$ cat src/rtl/vga_pmod_out_stage.sv
// vga_pmod_out_stage: registers sync/blanking and maps 6-bit depth to dithered 2-bit RGB for the TinyVGA PMOD.
module vga_pmod_out_stage #(
  parameter int SYNC_DLY = 0
) (
  input  logic       clk,
  input  logic       rst_n,
  input  logic       hsync_in,
  input  logic       vsync_in,
  input  logic       display_on_in,
  input  logic [9:0] x,
  input  logic [9:0] y,
  input  logic [5:0] depth,
  input  logic [1:0] mode,
  input  logic       temporal_en,
  output logic [7:0] uo_out,
  output logic [9:0] frame_cnt
);
  localparam logic [3:0] BAYER [16] = '{
    4'd0,  4'd8,  4'd2,  4'd10,
    4'd12, 4'd4,  4'd14, 4'd6,
    4'd3,  4'd11, 4'd1,  4'd9,
    4'd15, 4'd7,  4'd13, 4'd5
  };

  function automatic logic [1:0] quant(input logic [5:0] v, input logic [3:0] t);
    logic [7:0] s;
    logic [2:0] sum;
    s = {v, v[5:4]};
    sum = {1'b0, s[7:6]} + {2'b0, s[5:2] > t};
    return sum[2] ? 2'd3 : sum[1:0];
  endfunction

  logic       unused_xy;
  logic [2:0] sd;
  logic       vs_q, temp_r, fall;
  logic [1:0] mode_r;
  logic [5:0] d1, heat_v;
  logic [1:0] x1, y1, col, qd, qi, qh, rr, gg, bb;
  logic [3:0] thr;
  logic       hs1, vs1, de1;

  assign unused_xy = ^{x[9:2], y[9:2]};

  // sync/display_on pre-delay to match the upstream pixel pipeline depth
  generate
    if (SYNC_DLY == 0) begin : g_nodly
      assign sd = {hsync_in, vsync_in, display_on_in};
    end else begin : g_dly
      logic [2:0] sr [SYNC_DLY];
      always_ff @(posedge clk) begin
        if (!rst_n) begin
          for (int i = 0; i < SYNC_DLY; i++) sr[i] <= 3'b110;
        end else begin
          sr[0] <= {hsync_in, vsync_in, display_on_in};
          for (int i = 1; i < SYNC_DLY; i++) sr[i] <= sr[i-1];
        end
      end
      assign sd = sr[SYNC_DLY-1];
    end
  endgenerate

  assign fall = vs_q & ~vsync_in;

  always_ff @(posedge clk) begin
    if (!rst_n) begin
      vs_q      <= 1'b1;
      frame_cnt <= '0;
      mode_r    <= '0;
      temp_r    <= 1'b0;
    end else begin
      vs_q <= vsync_in;
      if (fall) begin
        frame_cnt <= frame_cnt + 10'd1;
        mode_r    <= mode;
        temp_r    <= temporal_en;
      end
    end
  end

  always_ff @(posedge clk) begin
    if (!rst_n) begin
      d1  <= '0;
      x1  <= '0;
      y1  <= '0;
      hs1 <= 1'b1;
      vs1 <= 1'b1;
      de1 <= 1'b0;
    end else begin
      d1  <= depth;
      x1  <= x[1:0];
      y1  <= y[1:0];
      {hs1, vs1, de1} <= sd;
    end
  end

  always_comb begin
    col    = x1 + (temp_r ? frame_cnt[1:0] : 2'd0);
    thr    = BAYER[{y1, col}];
    heat_v = d1[5] ? 6'd63 : {d1[4:0], 1'b0};
    qd     = quant(d1, thr);
    qi     = quant(~d1, thr);
    qh     = quant(heat_v, thr);
    rr     = mode_r == 2'd1 ? d1[5:4] : mode_r == 2'd2 ? qh : mode_r == 2'd3 ? qi : qd;
    gg     = mode_r == 2'd1 ? d1[3:2] : mode_r == 2'd3 ? qi : qd;
    bb     = mode_r == 2'd1 ? d1[1:0] : mode_r == 2'd2 ? 2'd0 : mode_r == 2'd3 ? qi : qd;
    rr     = de1 ? rr : 2'd0;
    gg     = de1 ? gg : 2'd0;
    bb     = de1 ? bb : 2'd0;
  end

  always_ff @(posedge clk) begin
    if (!rst_n) uo_out <= 8'b1000_1000;
    else uo_out <= {hs1, bb[0], gg[0], rr[0], vs1, bb[1], gg[1], rr[1]};
  end
endmodule

$ cat config.mk
export PLATFORM = sky130hd
export DESIGN_NAME = vga_pmod_out_stage
export DESIGN_NICKNAME = d
export VERILOG_FILES = /design/src/rtl/vga_pmod_out_stage.sv
export SDC_FILE = /design/constraint.sdc
export NUM_CORES = 1
export LEC_CHECK = 0
export ABC_AREA = 1
export BUFFER_PORTS_ARGS = -buffer_cell sky130_fd_sc_hd__buf_2
export CORE_MARGIN = 2
export CORE_UTILIZATION = 29
export CTS_CLUSTER_SIZE = 40
export DETAILED_ROUTE_END_ITERATION = 16
export SYNTH_ARGS = -nofsm -noshare
export SYNTH_HDL_FRONTEND = slang
export SYNTH_SLANG_ARGS = --single-unit
export TNS_END_PERCENT = 5
$ cat constraint.sdc
create_clock -name clk -period 3.1 [get_ports clk]
set_clock_uncertainty 0.15 [all_clocks]
set_input_delay 0.62 -clock clk [delete_from_list [all_inputs] [get_ports clk]]
set_output_delay 0.62 -clock clk [all_outputs]
set_load 0.005 [all_outputs]
==> out/summary.txt, run 1 <==
RSZ-0062 raised after global routing -> no
CP Launch Point -> temp_r
Critical Path Source Type -> register
Reg-to-reg critical path startpoint -> temp_r
Post-route total power -> 0.9788 mW
All-Layer GR Usage -> 0.1143
Hold Buf Count CTS -> 0
Post-synth EDFFs -> 0
Worst Path Buf+Inv -> 1
Leakage power -> 1.072 nW
Worst EP required -> 3.12 ns
# fillers -> 612
Initial DRC count -> 80
Max-cap violations -> 0
Sequential power share -> 0.480
Remaining global-route overflow -> 0
Cell depth of the worst setup path -> 15
Max Slew Vio Count -> 0
Synthesis-to-layout area growth -> 21.60%
Initial antenna violation count -> 0
Crit path DAT -> 2.77 ns
Register area share after synthesis -> 0.3997
Hold Violations, Final -> 0
Worst Setup End Kind -> register
NumNets Final -> 316
Remaining DRCs -> 0
Part of the power in the clock network -> 0.351
Die area -> 0.006501 sq mm
First-pass GRT wire length -> 5.823 mm
Post-synthesis cell type count -> 30
Longest Clk Path Bufs -> 2
Slew headroom -> 0.7054
NetSw -> 0.2740 mW
Layout cell share with drive strength beyond 1 -> 0.2239
Worst Reg-to-Reg Cells -> 15
Setup TNS -> 0 ns
Vias in the first global route -> 1,421
Tcrit/Tclk final -> 0.8858
Primary FF master, synth -> dfxtp_1
Final setup fails -> 0
Largest net degree at the start of global routing -> 25
R2R Path End -> uo_out[4]
Routability cong. -> 0.8225
Yosys Warn Count -> 0
Clk_lat worst skew -> 0.29 ns
Syn avg cell area -> 7.535 sq um
Final cell count without fillers -> 340
Mapped Area -> 0.001703 sq mm
CP Class -> register to register
Chip Width -> 80.63 um
Max stage delay cell, worst path -> dfxtp_1
Worst vdd ir -> 0.3048 mV
Top delay family on crit path -> adder cells
Clk sinks -> 34
Port Buffers -> 35
Post-synth net total -> 275
Post-layout min period -> 2.746 ns
Status -> completed
Post-CTS Setup Inserts -> 0
# diodes -> 0
Setup ws final -> 0.3540 ns
Die extent in y -> 80.63 um
Worst-Margin Slew -> 0.4419 ns
Worst R2R Setup Slack -> 0.35 ns
Starting Density -> 0.3055
Comb pwr share -> 0.169
Net Sw Frac -> 0.2800
Total number of vias -> 1,493
Internal Pwr Total -> 0.7048 mW
Clock tree root buffer cell -> clkbuf_8
WL final -> 3.350 mm
Setup WS pre-CTS -> 0.2202 ns
TritonCTS clock tree -> yes
Critical-path maximum fanout -> 4
Total CTS buffers -> 5
Critical Path, Cell by Cell -> nand2_1 -> inv_1 -> ha_1 -> xnor2_2 -> ha_1 -> nor2_1 -> nand3_1 -> a21boi_1 -> ha_1 -> a21oi_1 -> nand2_1 -> o31ai_1 -> nor2_1 -> nand2_1 -> a31oi_1
Upper clock frequency limit -> 0.3642 GHz
Syn Inst Count -> 226
I/O pin count -> 52
Hold Crit Class -> register to register
Inst Count DP -> 332
Core Rows -> 27
Antenna Nets Post-Route -> 0
Post_cts resized -> 0
Clock Pin Slew Worst Setup and Hold Paths -> 0.07 ns
H-tree Lvls -> 2
Core box area -> 0.005574 sq mm
Slowest stage delay, CP -> 0.33 ns
Synthesized flop and latch total -> 34
Asr flop ratio synth -> 0
DR vias/cell -> 4.391
Routed WL per cell -> 9.853 um
Hpwl dp -> 2.607 mm
Power Density -> 472.7 mW/mm^2
First-pass iteration count of the detailed router -> 4
Fin util -> 0.3715
Worst Setup EP -> uo_out[4]
sequential cells by signal, summed over array words and instances, names as in the netlist:
name,cells
d1,6
y1,2
temp_r,1
x1,2
uo_out,8
de1,1
mode_r,2
hs1,1
frame_cnt,10
vs1,1
power by group through the flow:
stage | sequential [mW] | clock [mW] | combinational [mW]
after CTS | 0.470 | 0.349 | 0.166
after detailed placement | 0.480 | 0 | 0.164
final | 0.470 | 0.344 | 0.165
after global routing | 0.473 | 0.368 | 0.194
after floorplan | 0.479 | 0 | 0.116
after global placement | 0.480 | 0 | 0.160
synthesized netlist by cell type (2+ instances only):
| master | count | share of area |
|---|---|---|
| nand3_1 | 10 | 0.029 |
| nor3_1 | 3 | 0.0088 |
| a21oi_1 | 18 | 0.053 |
| o21ai_0 | 9 | 0.026 |
| or2_2 | 3 | 0.011 |
| nand2_2 | 3 | 0.011 |
| inv_1 | 39 | 0.086 |
| nor2_1 | 21 | 0.046 |
| dfxtp_1 | 34 | 0.40 |
| nand2_1 | 48 | 0.11 |
| a31oi_1 | 2 | 0.0073 |
| o21ai_1 | 3 | 0.0088 |
| ha_1 | 15 | 0.11 |
| clkbuf_1 | 2 | 0.0044 |
cell type report:
| class | count | area, sq um | area share |
|---|---|---|---|
| multi-input cells | 150 | 872.1 | 0.4211 |
| flip-flops and latches | 34 | 680.7 | 0.3287 |
| repair buffers | 36 | 182.7 | 0.08822 |
| inverters | 40 | 150.1 | 0.07251 |
| well taps | 72 | 90.09 | 0.04350 |
| clock buffers | 6 | 82.58 | 0.03988 |
| clock inverters | 2 | 12.51 | 0.006042 |
cell families (layout without fill, tap and decap cells):
family / Yosys count / after routing / share of synthesized area
adders and majority gates: 15 / 15 / 0.1102
buffers and inverters: 42 / 84 / 0.09258
xor gates and xnor gates: 2 / 2 / 0.01029
DFF: 34 / 34 / 0.3997
and+or+nand+nor: 96 / 96 / 0.2660
AOI/OAI and AO/OA: 37 / 37 / 0.1212
metal layers:
metal	routed length [um]	up-vias	global-route usage
li1	-	799	-
met1	1577	652	0.1327
met2	1525	35	0.1967
met3	197	7	0.03596
met4	50	0	0.04068
met5	0	-	0
metrics by stage:
| stage | hold slack, ns | instance area [sq um] |
|---|---|---|
| floorplan | 0.2425 | 1703 |
| global placement | 0.2573 | 1968 |
| detailed placement | 0.2568 | 1968 |
| CTS | 0.2732 | 2063 |
| global route | 0.2900 | 2071 |
| finish | 0.2718 | 2071 |
worst min-delay path by stage:
stage | from | to | depth (start not counted)
finish | hs1 | uo_out[7] | 1
global placement | hs1 | uo_out[7] | 1
global route | hs1 | uo_out[7] | 1
detailed placement | hs1 | uo_out[7] | 1
floorplan | hs1 | uo_out[7] | 1
CTS | hs1 | uo_out[7] | 1
placed cells by master, fill, tap and decap left out, types with 6 or more instances in the layout:
cell / n
a21oi_1: 18
nor2_1: 21
nand2_1: 48
clkbuf_8: 6
o21ai_0: 9
ha_1: 15
buf_2: 35
dfxtp_1: 34
inv_1: 39
nand3_1: 10
No activity file was read; power rests on OpenSTA's default activity.
==> inputs of run 2 (changes only) <==
Settings changed: SLEW_MARGIN from default to 25.
Clock period 3.1 ns to 2.7 ns, I/O delays scaled along.
==> out/summary.txt, run 2 (same netlist as run 1, synthesis figures left out) <==
Status -> completed
Initial antenna violation count -> 0
Core box area -> 0.005574 sq mm
# fillers -> 590
Setup WS pre-CTS -> 0.01664 ns
Reg-to-reg critical path startpoint -> frame_cnt[0]
Max stage delay cell, worst path -> dfxtp_1
Hpwl dp -> 2.635 mm
Starting Density -> 0.3055
Placed Area -> 0.001998 sq mm
Hold Crit Class -> register to register
Most frequent CP cell -> nand2_1
Clk_lat worst skew -> 0.28 ns
Initial DRC count -> 48
Remaining DRCs -> 0
Setup TNS -> 0 ns
Critical-path maximum fanout -> 3
Worst-Margin Slew -> 0.3269 ns
Chip Width -> 80.63 um
Power Density -> 534.6 mW/mm^2
Largest net degree at the start of global routing -> 18
Die area -> 0.006501 sq mm
Core Rows -> 27
Clock Pin Slew Worst Setup and Hold Paths -> 0.07 ns
Antenna Nets Post-Route -> 0
Worst R2R Setup Slack -> 0.11 ns
Max Slew Vio Count -> 0
Max-cap violations -> 0
Clock tree root buffer cell -> clkbuf_8
Clk sinks -> 34
Post-route cell area -> 0.002153 sq mm
All-Layer GR Usage -> 0.1204
WL final -> 3.544 mm
DR vias/cell -> 4.416
Routability cong. -> 0.8294
Leakage power -> 1.095 nW
NumNets Final -> 320
First-pass iteration count of the detailed router -> 6
Setup ws final -> 0.1086 ns
Worst EP required -> 2.72 ns
# diodes -> 0
Largest register by flop count -> frame_cnt
Slew headroom -> 0.7813
Post-layout min period -> 2.591 ns
Commonest cells after routing, fill and taps aside -> nand2_1 (48), inv_1 (39), buf_2 (35), dfxtp_1 (34), nor2_1 (20)
First-pass GRT wire length -> 6.058 mm
Worst Setup End Kind -> register
Vias in the first global route -> 1,469
Hold Violations, Final -> 0
Port Buffers -> 35
TritonCTS clock tree -> yes
CP Class -> register to register
Routed WL per cell -> 10.30 um
Final cell count without fillers -> 344
Crit path DAT -> 2.61 ns
Inst Count DP -> 336
Final setup fails -> 0
Critical Path, Cell by Cell -> nand2_1 -> inv_1 -> ha_4 -> xnor2_4 -> ha_1 -> nand2_1 -> nor3_1 -> a21oi_2 -> ha_1 -> o31ai_4 -> nor2_1 -> nand2_1 -> a31oi_1
Longest Clk Path Bufs -> 2
Remaining global-route overflow -> 0
Total CTS buffers -> 5
Synthesis-to-layout area growth -> 26.45%
Leading cell type in the layout, fill and taps excluded -> nand2_1
Tcrit/Tclk final -> 0.9598
Total number of vias -> 1,519
CP Launch Point -> frame_cnt[0]
Max reg flops -> 10
Hold_sp -> hs1
Upper clock frequency limit -> 0.3859 GHz
Slowest stage delay, CP -> 0.33 ns
Die extent in y -> 80.63 um
Layout cell share with drive strength beyond 1 -> 0.2500
Top flop regs -> frame_cnt (10), uo_out (8), d1 (6)
I/O pin count -> 52
Critical Path Source Type -> register
Worst vdd ir -> 0.3273 mV
H-tree Lvls -> 2
==> run 2: cell count changes in the layout (fill, tap and decap cells not counted), sizes merged <==
cell,change
buf,+4
clkinvlp,-1
clkbuf,+1
==> run 2: repair_timing <==
item / in CTS / in global routing
hold buffers: 0 / 0
resized for setup: 0 / 9
setup endpoints to repair: 0 / 6
setup buffers: 0 / 0
==> run 2: final timing paths <==
check,endpoint,cells after the start
hold / removal,uo_out[7],1
setup reg to reg,uo_out[4],13
hold reg to reg,uo_out[7],1
setup / recovery,uo_out[4],13
==> run 2: layout make-up <==
| class | instances | area, sq um | share of cell area |
|---|---|---|---|
| Sequential cell | 34 | 680.7 | 0.3161 |
| Clock buffer | 7 | 86.33 | 0.04009 |
| Multi-Input combinational cell | 150 | 928.4 | 0.4311 |
| Inverter | 40 | 150.1 | 0.06973 |
| Tap cell | 72 | 90.09 | 0.04184 |
| Clock inverter | 1 | 5.005 | 0.002324 |
| Timing Repair Buffer | 40 | 212.7 | 0.09878 |
==> run 2: routing by layer <==
metal	part of all wire	vias up	track usage
li1	-	806	-
met1	0.46	671	0.1354
met2	0.46	34	0.2033
met3	0.060	8	0.04382
met4	0.019	0	0.05254
met5	0	-	0
==> run 2: worst max-delay path: cells and delay by family (launching register included) <==
family / cells / cell delay [ns]
xor gates and xnor gates: 1 / 0.14
buffers and inverters: 1 / 0.09
DFF: 1 / 0.33
AOI/OAI and AO/OA: 3 / 0.42
and+or+nand+nor: 5 / 0.50
adders and majority gates: 3 / 0.84
==> run 2: power breakdown <==
part | leakage [nW] | total (mW) | switching, mW | internal [mW]
Combinational | 0.767 | 0.224 | 0.125 | 0.0991
Clock | 0.0482 | 0.387 | 0.181 | 0.206
Sequential | 0.280 | 0.540 | 0.0162 | 0.524
==> run 2: stage by stage <==
step / util / hold WS (ns) / power [mW]
3_5_place_dp: 0.3585 / 0.2629 / 0.7472
2_1_floorplan: - / 0.2425 / 0.6833
5_1_grt: 0.3863 / 0.2741 / 1.230
4_1_cts: 0.3749 / 0.2735 / 1.140
3_3_place_gp: 0.3585 / 0.2585 / 0.7427
6_report: 0.3863 / 0.2724 / 1.151
